$ cat src/rtl/mips_pkg.sv
// Shared types and constants for the MIPS unified-memory arbiter.
package mips_pkg;

  typedef enum logic [1:0] {
    IDLE    = 2'd0,
    IF_BUSY = 2'd1,
    DM_BUSY = 2'd2
  } arb_state_e;

  localparam logic [31:0] BUS_ERR_DATA = 32'hDEAD_BEEF;

endpackage

$ cat src/rtl/mips_mem_watchdog.sv
// Busy-cycle watchdog for the memory arbiter; only built with MIPS_MEM_TIMEOUT_EN.
`ifdef MIPS_MEM_TIMEOUT_EN
module mips_mem_watchdog #(
  parameter int TIMEOUT_CYCLES = 255
) (
  input  logic clk,
  input  logic rst_n,
  input  logic clear,
  input  logic run,
  output logic expired
);

  logic [7:0] count;

  always_ff @(posedge clk or negedge rst_n) begin
    if (!rst_n) begin
      count <= '0;
    end else if (clear) begin
      count <= '0;
    end else if (run) begin
      count <= count + 8'd1;
    end
  end

  // Fires during the last allowed busy cycle so the access closes after exactly TIMEOUT_CYCLES.
  assign expired = run & (count == 8'(TIMEOUT_CYCLES - 1));

endmodule
`endif

$ cat src/rtl/mips_mem_arbiter.sv
// Arbitrates the core's fetch (IF) and data (DM) ports onto one req/ack memory.
// Optional watchdog and bus_err flag are enabled by defining MIPS_MEM_TIMEOUT_EN.
module mips_mem_arbiter
  import mips_pkg::*;
#(
  parameter int ADDR_W         = 32,
  parameter int DATA_W         = 32,
  parameter int MAX_DM_STREAK  = 4,
  parameter int TIMEOUT_CYCLES = 255
) (
  input  logic              clk,
  input  logic              rst_n,
  input  logic              if_req,
  input  logic [ADDR_W-1:0] if_addr,
  output logic [DATA_W-1:0] if_rdata,
  output logic              if_valid,
  input  logic              dm_req,
  input  logic              dm_we,
  input  logic [ADDR_W-1:0] dm_addr,
  input  logic [DATA_W-1:0] dm_wdata,
  output logic [DATA_W-1:0] dm_rdata,
  output logic              dm_valid,
  output logic              mem_req,
  output logic              mem_we,
  output logic [ADDR_W-1:0] mem_addr,
  output logic [DATA_W-1:0] mem_wdata,
  input  logic [DATA_W-1:0] mem_rdata,
  input  logic              mem_ack,
  output logic              core_stall,
  output logic              bus_err
);

  localparam int STREAK_W = $clog2(MAX_DM_STREAK + 1);
  localparam logic [STREAK_W-1:0] STREAK_MAX = STREAK_W'(MAX_DM_STREAK);

  arb_state_e          state;
  logic [STREAK_W-1:0] streak;
  logic                if_elig, dm_elig, grant_if, grant_dm, timeout;

  // A requester whose completion pulse is showing is still holding its old request.
  always_comb begin
    if_elig  = if_req & ~if_valid;
    dm_elig  = dm_req & ~dm_valid;
    grant_dm = (state == IDLE) & dm_elig & ~(if_elig & (streak == STREAK_MAX));
    grant_if = (state == IDLE) & if_elig & ~grant_dm;
  end

  assign core_stall = rst_n & ((if_req & ~if_valid) | (dm_req & ~dm_valid));

`ifdef MIPS_MEM_TIMEOUT_EN
  mips_mem_watchdog #(.TIMEOUT_CYCLES(TIMEOUT_CYCLES)) u_watchdog (
    .clk     (clk),
    .rst_n   (rst_n),
    .clear   (grant_if | grant_dm),
    .run     (state != IDLE),
    .expired (timeout)
  );

  always_ff @(posedge clk or negedge rst_n) begin
    if (!rst_n) begin
      bus_err <= 1'b0;
    end else if (timeout & ~mem_ack) begin
      bus_err <= 1'b1;
    end
  end
`else
  assign timeout = 1'b0;
  assign bus_err = 1'b0;
`endif

  always_ff @(posedge clk or negedge rst_n) begin
    if (!rst_n) begin
      state     <= IDLE;
      streak    <= '0;
      if_rdata  <= '0;
      if_valid  <= 1'b0;
      dm_rdata  <= '0;
      dm_valid  <= 1'b0;
      mem_req   <= 1'b0;
      mem_we    <= 1'b0;
      mem_addr  <= '0;
      mem_wdata <= '0;
    end else begin
      if_valid <= 1'b0;
      dm_valid <= 1'b0;
      case (state)
        IDLE: begin
          if (grant_dm) begin
            mem_req   <= 1'b1;
            mem_we    <= dm_we;
            mem_addr  <= dm_addr;
            mem_wdata <= dm_wdata;
            state     <= DM_BUSY;
            if (!if_req)                 streak <= '0;
            else if (streak < STREAK_MAX) streak <= streak + STREAK_W'(1);
          end else if (grant_if) begin
            mem_req   <= 1'b1;
            mem_we    <= 1'b0;
            mem_addr  <= if_addr;
            mem_wdata <= '0;
            state     <= IF_BUSY;
            streak    <= '0;
          end
        end
        IF_BUSY: begin
          if (mem_ack) begin
            if_rdata <= mem_rdata;
            if_valid <= 1'b1;
            mem_req  <= 1'b0;
            state    <= IDLE;
          end else if (timeout) begin
            if_rdata <= DATA_W'(BUS_ERR_DATA);
            if_valid <= 1'b1;
            mem_req  <= 1'b0;
            state    <= IDLE;
          end
        end
        DM_BUSY: begin
          if (mem_ack) begin
            dm_rdata <= mem_we ? '0 : mem_rdata;
            dm_valid <= 1'b1;
            mem_req  <= 1'b0;
            state    <= IDLE;
          end else if (timeout) begin
            dm_rdata <= DATA_W'(BUS_ERR_DATA);
            dm_valid <= 1'b1;
            mem_req  <= 1'b0;
            state    <= IDLE;
          end
        end
        default: state <= IDLE;
      endcase
    end
  end

endmodule

$ cat config.mk
export PLATFORM = sky130hd
export DESIGN_NAME = mips_mem_arbiter
export DESIGN_NICKNAME = d
export VERILOG_FILES = /design/src/rtl/mips_pkg.sv /design/src/rtl/mips_mem_watchdog.sv /design/src/rtl/mips_mem_arbiter.sv
export SDC_FILE = /design/constraint.sdc
export NUM_CORES = 1
export LEC_CHECK = 0
export CAP_MARGIN = 20
export CORE_ASPECT_RATIO = 0.5
export CORE_MARGIN = 8
export CORE_UTILIZATION = 41
export DETAILED_ROUTE_END_ITERATION = 10
export GPL_TIMING_DRIVEN = 0
export HOLD_SLACK_MARGIN = 0.02
export PLACE_DENSITY = 0.81
export SYNTH_ARGS = -nofsm -noshare
export SYNTH_HDL_FRONTEND = slang
export SYNTH_SLANG_ARGS = --single-unit
$ cat constraint.sdc
create_clock -name clk -period 2 [get_ports clk]
set_input_delay 0.4 -clock clk [delete_from_list [all_inputs] [get_ports clk]]
set_output_delay 0.4 -clock clk [all_outputs]
set_load 0.05 [all_outputs]
==> flow_summary.ini, run 1 <==
[run_status]
outcome = complete, but fails checks
failing_checks = hold timing

[global_route]
gr-total-overflow = 0
gr-usage-met1 = 0.231
gr-usage-all-layers = 0.206
grt.met3_usage = 0.0541
first_global_vias = 5121
grt_max_degree = 63
grt_first_pass_wirelength_mm = 28.8
grt_most_used_layer = met2
grt_antenna_before_repair = 0
grtUsageMet2 = 0.372

[sta]
setup-violations-final = 0
max_freq_ghz = 0.506
clock-skew-final_ns = 0.0109
final_min_period_over_clock_period = 0.988
tightestPinTransition_ns = 0.568
postLayoutSetupSlackWorst_ns = 0.0238
worst_slew_margin_rel = 0.620
number_of_hold_slack_violations_in_the_final_timing_report = 60
timing.final.max_slew_violations = 0
final.min_clock_period_ns = 1.98
worst_hold_slack_across_all_endpoints_ns = -0.119

[clock_tree]
insertion_delay_ns = 0.41
cts_setup_buffers = 0
cts.path.max_buffers = 2
htree_levels = 4
ctsRootBufferMaster = sky130_fd_sc_hd__clkbuf_16
cts.reportedPaths.clkPinSlew_ns = 0.06
tritoncts_num_sinks = 137
cts_buffers = 17
cts_tree = done

[logic_synthesis]
synth_cells = 440
synth.net_count = 580
synth_area_leaders = sky130_fd_sc_hd__dfrtp_1 62%, sky130_fd_sc_hd__a22o_1 10%, sky130_fd_sc_hd__mux2_2 6.7%, sky130_fd_sc_hd__a21o_1 4.3%, sky130_fd_sc_hd__nand2b_1 3.9%
seq_area_frac_synth = 0.617
postSynth.asyncResetShare = 1.00
synthesis_warning_total = 0
synthesis.area_per_instance_um2 = 12.6
synth-edff-count = 0
netlist.top_cell.by_area = sky130_fd_sc_hd__dfrtp_1
dominantRegCellSynth = sky130_fd_sc_hd__dfrtp_1
synth_seq_cells = 137
synthDominantCellAreaShare = 0.617
syn_area_um2 = 5560
yosys.cell_types.count = 29

[power_and_ir_drop]
power.leakage_nw = 5.15
power.density_nw_per_um2 = 2050
power_switching_share = 0.471
p_sw_mw = 9.00
seq_power_share = 0.252
internal-power_mw = 10.1
highest_ir_drop_seen_on_vdd_mv = 0.925
p_comb_frac = 0.568
power.share.clock = 0.181

[worst_setup_path]
required_ns = 1.60
timing.reg2reg.worst_path_depth = 7
worst_path_max_delay_cell = sky130_fd_sc_hd__clkdlybuf4s50_1
criticalPathCategory = reg2out
timing.rr.end = mem_addr[25]
worst_r2r_startpoint = state[0]
critPathMaxFanout = 2
critical-path-max-stage-delay_ns = 0.83
worstPathArrival_ns = 1.58
worstPathCellList = clkdlybuf4s50_1
critical_path.n_buffers_inverters = 1
r2r_setup_slack_ns = 0.10
path_delay_family = buffers and inverters
critical_path.startpoint_type = flip-flop
worst_setup_path_end_kind = output pin

[place]
port_buffers = 266
globalplace.congestion = 0.776
place.detailed.hpwl_mm = 13.7
dp_worst_setup_slack_ns = -0.782

[die]
die_area_um2 = 17800
initial_core_util = 0.415
die_x_um = 181
core_region_area_um2 = 13400
die_height_um = 98.3
io_pins = 268
placementRows = 30

[worst_hold_path]
hold_path.class = in2async

[detailed_routing]
route.detailed.wl_per_inst_um = 20.3
wl_mm = 18.6
vias = 4615
remaining_drcs = 0
detail_route.first_pass.iterations = 4
vias_per_cell = 5.04
drt.antenna.violating_nets = 0
initialDrtViolationCount = 214

[cells_and_area]
n_fill_cell = 969
final_cell_mix = 164 x sky130_fd_sc_hd__clkdlybuf4s50_1, 137 x sky130_fd_sc_hd__dfrtp_1, 72 x sky130_fd_sc_hd__dlymetal6s2s_1, 66 x sky130_fd_sc_hd__a22o_1, 39 x sky130_fd_sc_hd__nand2_1
number_of_nets_in_the_finished_design = 867
finish.utilization = 0.695
final_layout_size_suffix_gt1_frac = 0.132
layout.cells.most_common = sky130_fd_sc_hd__clkdlybuf4s50_1
diodes = 0
area.growth.synth_to_final_pct = 67.5

[run]
cap_violations = 0
## how the worst max path moves through the flow
stage,slack (ns),from,depth (start not counted),end
detailed placement,-0.78,rst_n,4,core_stall
global route,-0.006,state[0],8,streak[2]
floorplan,0.26,if_valid,2,core_stall
finish,0.02,mem_req,1,mem_req
global placement,-5.15,rst_n,3,core_stall
CTS,0.0001,mem_wdata[15],1,mem_wdata[15]
## Yosys cell counts, types with 2 or more instances
cell type                  number
sky130_fd_sc_hd__a21o_1        32
sky130_fd_sc_hd__dfrtp_1      137
sky130_fd_sc_hd__o21ai_0       35
sky130_fd_sc_hd__nand2b_1      35
sky130_fd_sc_hd__nand2_1       39
sky130_fd_sc_hd__inv_1          9
sky130_fd_sc_hd__a22o_1        66
sky130_fd_sc_hd__buf_2         16
sky130_fd_sc_hd__mux2_2        33
sky130_fd_sc_hd__ha_1           6
sky130_fd_sc_hd__buf_4          4
sky130_fd_sc_hd__clkbuf_1      10
sky130_fd_sc_hd__a21oi_1        2
## stage by stage
stage | hold slack, ns | instance area (um2) | power, mW | cells | setup TNS [ns]
2_1_floorplan | 0.104 | 5560 | 12.0 | 440 | 0
3_3_place_gp | 0.461 | 8440 | 15.8 | 882 | -692.69
3_5_place_dp | 0.428 | 8470 | 16.0 | 883 | -1.90
4_1_cts | -0.110 | 9120 | 19.3 | 916 | 0
5_1_grt | -0.0982 | 9310 | 20.0 | 916 | -0.00596
6_report | -0.119 | 9310 | 19.1 | 916 | 0
## what timing repair did
item                                   in CTS  in global routing
cloned                                      1                  0
endpoints found under the hold margin      60                 60
setup endpoints to repair                  29                103
resized for setup                          35                 81
## area by class of cell
| cell class | count | area (um2) | area share |
|---|---|---|---|
| Tap cell | 176 | 220 | 0.0237 |
| Buffer | 31 | 166 | 0.0179 |
| Sequential cell | 137 | 3430 | 0.368 |
| Multi-Input combinational cell | 263 | 1940 | 0.208 |
| Clock inverter | 14 | 220 | 0.0237 |
| Clock buffer | 18 | 429 | 0.0461 |
| Timing Repair Buffer | 268 | 2870 | 0.309 |
| Inverter | 9 | 33.8 | 0.00363 |
## cell families (layout without fill, tap and decap cells)
| group | Yosys count | after routing | synth area share |
|---|---|---|---|
| flops | 137 | 137 | 0.617 |
| mux | 33 | 33 | 0.0669 |
| fa+ha+maj | 6 | 6 | 0.0135 |
| compound gates | 142 | 142 | 0.193 |
| other cells | 1 | 1 | 0.000675 |
| buf+inv | 40 | 340 | 0.0347 |
| simple gates | 81 | 81 | 0.0747 |
## power by group through the flow
stage / sequential (mW) / clock (mW) / combinational, mW
floorplan: 9.31 / 0 / 2.71
global placement: 4.80 / 0 / 11.0
detailed placement: 4.87 / 0 / 11.1
CTS: 4.83 / 3.51 / 11.0
global route: 4.97 / 3.61 / 11.4
finish: 4.81 / 3.46 / 10.8
## sequential cells by signal (all words and copies together) (netlist names)
name,cells
mem_addr,32
streak,3
if_rdata,32
mem_we,1
state,2
mem_req,1
mem_wdata,32
dm_rdata,32
dm_valid,1
if_valid,1
## metal layers
metal | part of all wire | wire, um
met5 | 0 | 0
met4 | 0.029 | 533
met3 | 0.048 | 899
met2 | 0.53 | 9900
met1 | 0.39 | 7260
No activity file was read; power rests on OpenSTA's default activity.
==> run 2: changes to the inputs <==
Settings changed: MAX_ROUTING_LAYER from default to met4.
==> flow_summary.ini, run 2 (same netlist as run 1, synthesis figures left out) <==
[run_status]
outcome = complete, but fails checks
failing_checks = hold timing

[worst_setup_path]
worstPathCellList = clkdlybuf4s50_1
critical_path_depth = 1
criticalPathCategory = reg2out
setup.worst_path.start = mem_addr[27]
cp-endpoint = mem_addr[27]
worst_setup_path_end_kind = output pin
path_delay_family = buffers and inverters
worst_r2r_startpoint = state[0]
timing.rr.end = mem_addr[25]
critPathMaxFanout = 2
r2r_setup_slack_ns = 0.10
critical_path.n_buffers_inverters = 1
critical_path.startpoint_type = flip-flop
worstPathArrival_ns = 1.58
required_ns = 1.60
worst_path_max_delay_cell = sky130_fd_sc_hd__clkdlybuf4s50_1
timing.reg2reg.worst_path_depth = 7
critical-path-max-stage-delay_ns = 0.82

[sta]
tightestPinTransition_ns = 0.568
final_min_period_over_clock_period = 0.992
final.min_clock_period_ns = 1.98
worst_slew_margin_rel = 0.621
timing.final.max_slew_violations = 0
max_freq_ghz = 0.504
setup-violations-final = 0
number_of_hold_slack_violations_in_the_final_timing_report = 60
worst_hold_slack_across_all_endpoints_ns = -0.119
clock-skew-final_ns = 0.00998

[global_route]
first_global_vias = 5122
gr-total-overflow = 0
gr-usage-all-layers = 0.213
grt_antenna_before_repair = 0
grt_first_pass_wirelength_mm = 28.9
grt_max_degree = 63

[cells_and_area]
final_layout_size_suffix_gt1_frac = 0.135
final_cell_mix = 153 x sky130_fd_sc_hd__clkdlybuf4s50_1, 137 x sky130_fd_sc_hd__dfrtp_1, 83 x sky130_fd_sc_hd__dlymetal6s2s_1, 66 x sky130_fd_sc_hd__a22o_1, 39 x sky130_fd_sc_hd__nand2_1
final_cell_count_no_fill = 916
diodes = 0
layout.cells.most_common = sky130_fd_sc_hd__clkdlybuf4s50_1
area.growth.synth_to_final_pct = 68.1
number_of_nets_in_the_finished_design = 867

[place]
globalplace.congestion = 0.786
place.detailed.hpwl_mm = 13.7
placed_cells = 883
port_buffers = 266

[die]
die_area_um2 = 17800
io_pins = 268
die_height_um = 98.3
placementRows = 30
initial_core_util = 0.415
die_x_um = 181
core_region_area_um2 = 13400

[power_and_ir_drop]
power_switching_share = 0.471
highest_ir_drop_seen_on_vdd_mv = 0.925
power.leakage_nw = 5.28
p_sw_mw = 9.01
power.density_nw_per_um2 = 2050
totalPowerFinal_mw = 19.1
seq_power_share = 0.252
p_comb_frac = 0.567
power.share.clock = 0.182
internal-power_mw = 10.1

[clock_tree]
cts.reportedPaths.clkPinSlew_ns = 0.06
cts_tree = done
tritoncts_num_sinks = 137
ctsRootBufferMaster = sky130_fd_sc_hd__clkbuf_16
cts_setup_buffers = 0
cts.path.max_buffers = 2
cts_buffers = 17
insertion_delay_ns = 0.41
htree_levels = 4

[detailed_routing]
vias = 4609
remaining_drcs = 0
drt.antenna.violating_nets = 0
detail_route.first_pass.iterations = 4
initialDrtViolationCount = 229
wl_mm = 18.7
route.detailed.wl_per_inst_um = 20.4
vias_per_cell = 5.03

[worst_hold_path]
hold_path.class = in2async

[run]
cap_violations = 0
## run 2: cell types whose count changed in the layout (fill, tap and decap cells not counted), sizes merged
cell | before | now
clkbuf | 27 | 28
buf | 25 | 24
dlymetal6s2s | 72 | 83
clkdlybuf4s50 | 164 | 153
## run 2: cell type report
cell class                      count  area (um2)
Timing Repair Buffer              268        2900
Buffer                             31         169
Clock inverter                     14         220
Fill cell                         958        4060
Clock buffer                       18         429
Multi-Input combinational cell    263        1940
Tap cell                          176         220
Inverter                            9        33.8
Sequential cell                   137        3430
## run 2: routing by layer
layer / GRT usage / vias to the layer above / routed length (um)
li1: - / 2142 / -
met3: 0.0519 / 40 / 761
met5: - / - / 0
met4: 0.0720 / 0 / 547
met1: 0.237 / 2308 / 7500
met2: 0.371 / 119 / 9920
## run 2: metrics by stage
stage	util	hold WS (ns)	worst slack, ns	setup TNS [ns]	cell area, um2
CTS	0.681	-0.110	0.000144	0	9120
floorplan	-	0.104	0.262	0	5560
finish	0.697	-0.119	0.0169	0	9340
detailed placement	0.632	0.428	-0.782	-1.90	8470
global placement	0.630	0.461	-5.15	-692.69	8440
global route	0.697	-0.105	-0.00700	-0.00700	9340
## run 2: worst reg2reg max path, stage by stage (launching register included)
cell                       delay [ns]
sky130_fd_sc_hd__dfrtp_1         0.42
sky130_fd_sc_hd__inv_1           0.11
sky130_fd_sc_hd__ha_2            0.24
sky130_fd_sc_hd__nand3b_1        0.18
sky130_fd_sc_hd__a31oi_4         0.26
sky130_fd_sc_hd__buf_2           0.33
sky130_fd_sc_hd__a22o_1          0.20
sky130_fd_sc_hd__a21o_1          0.09
## run 2: what timing repair did
action,CTS,global route
setup endpoints to repair,29,115
hold endpoints to repair,60,60
gates resized for setup,35,95
cloned,1,0
## run 2: power by group through the flow
stage               Clock, mW  Combinational, mW  Sequential (mW)
detailed placement          0               11.1             4.87
CTS                      3.51               11.0             4.83
finish                   3.47               10.8             4.81
global route             3.62               11.4             4.96
global placement            0               11.0             4.80
floorplan                   0               2.71             9.31
## run 2: worst min path at each step
| stage | startpoint | endpoint |
|---|---|---|
| CTS | rst_n | dm_rdata[20] |
| floorplan | rst_n | dm_rdata[0] |
| global placement | dm_rdata[15] | dm_rdata[15] |
| detailed placement | rst_n | dm_rdata[20] |
| global route | rst_n | dm_rdata[20] |
| finish | rst_n | if_rdata[21] |
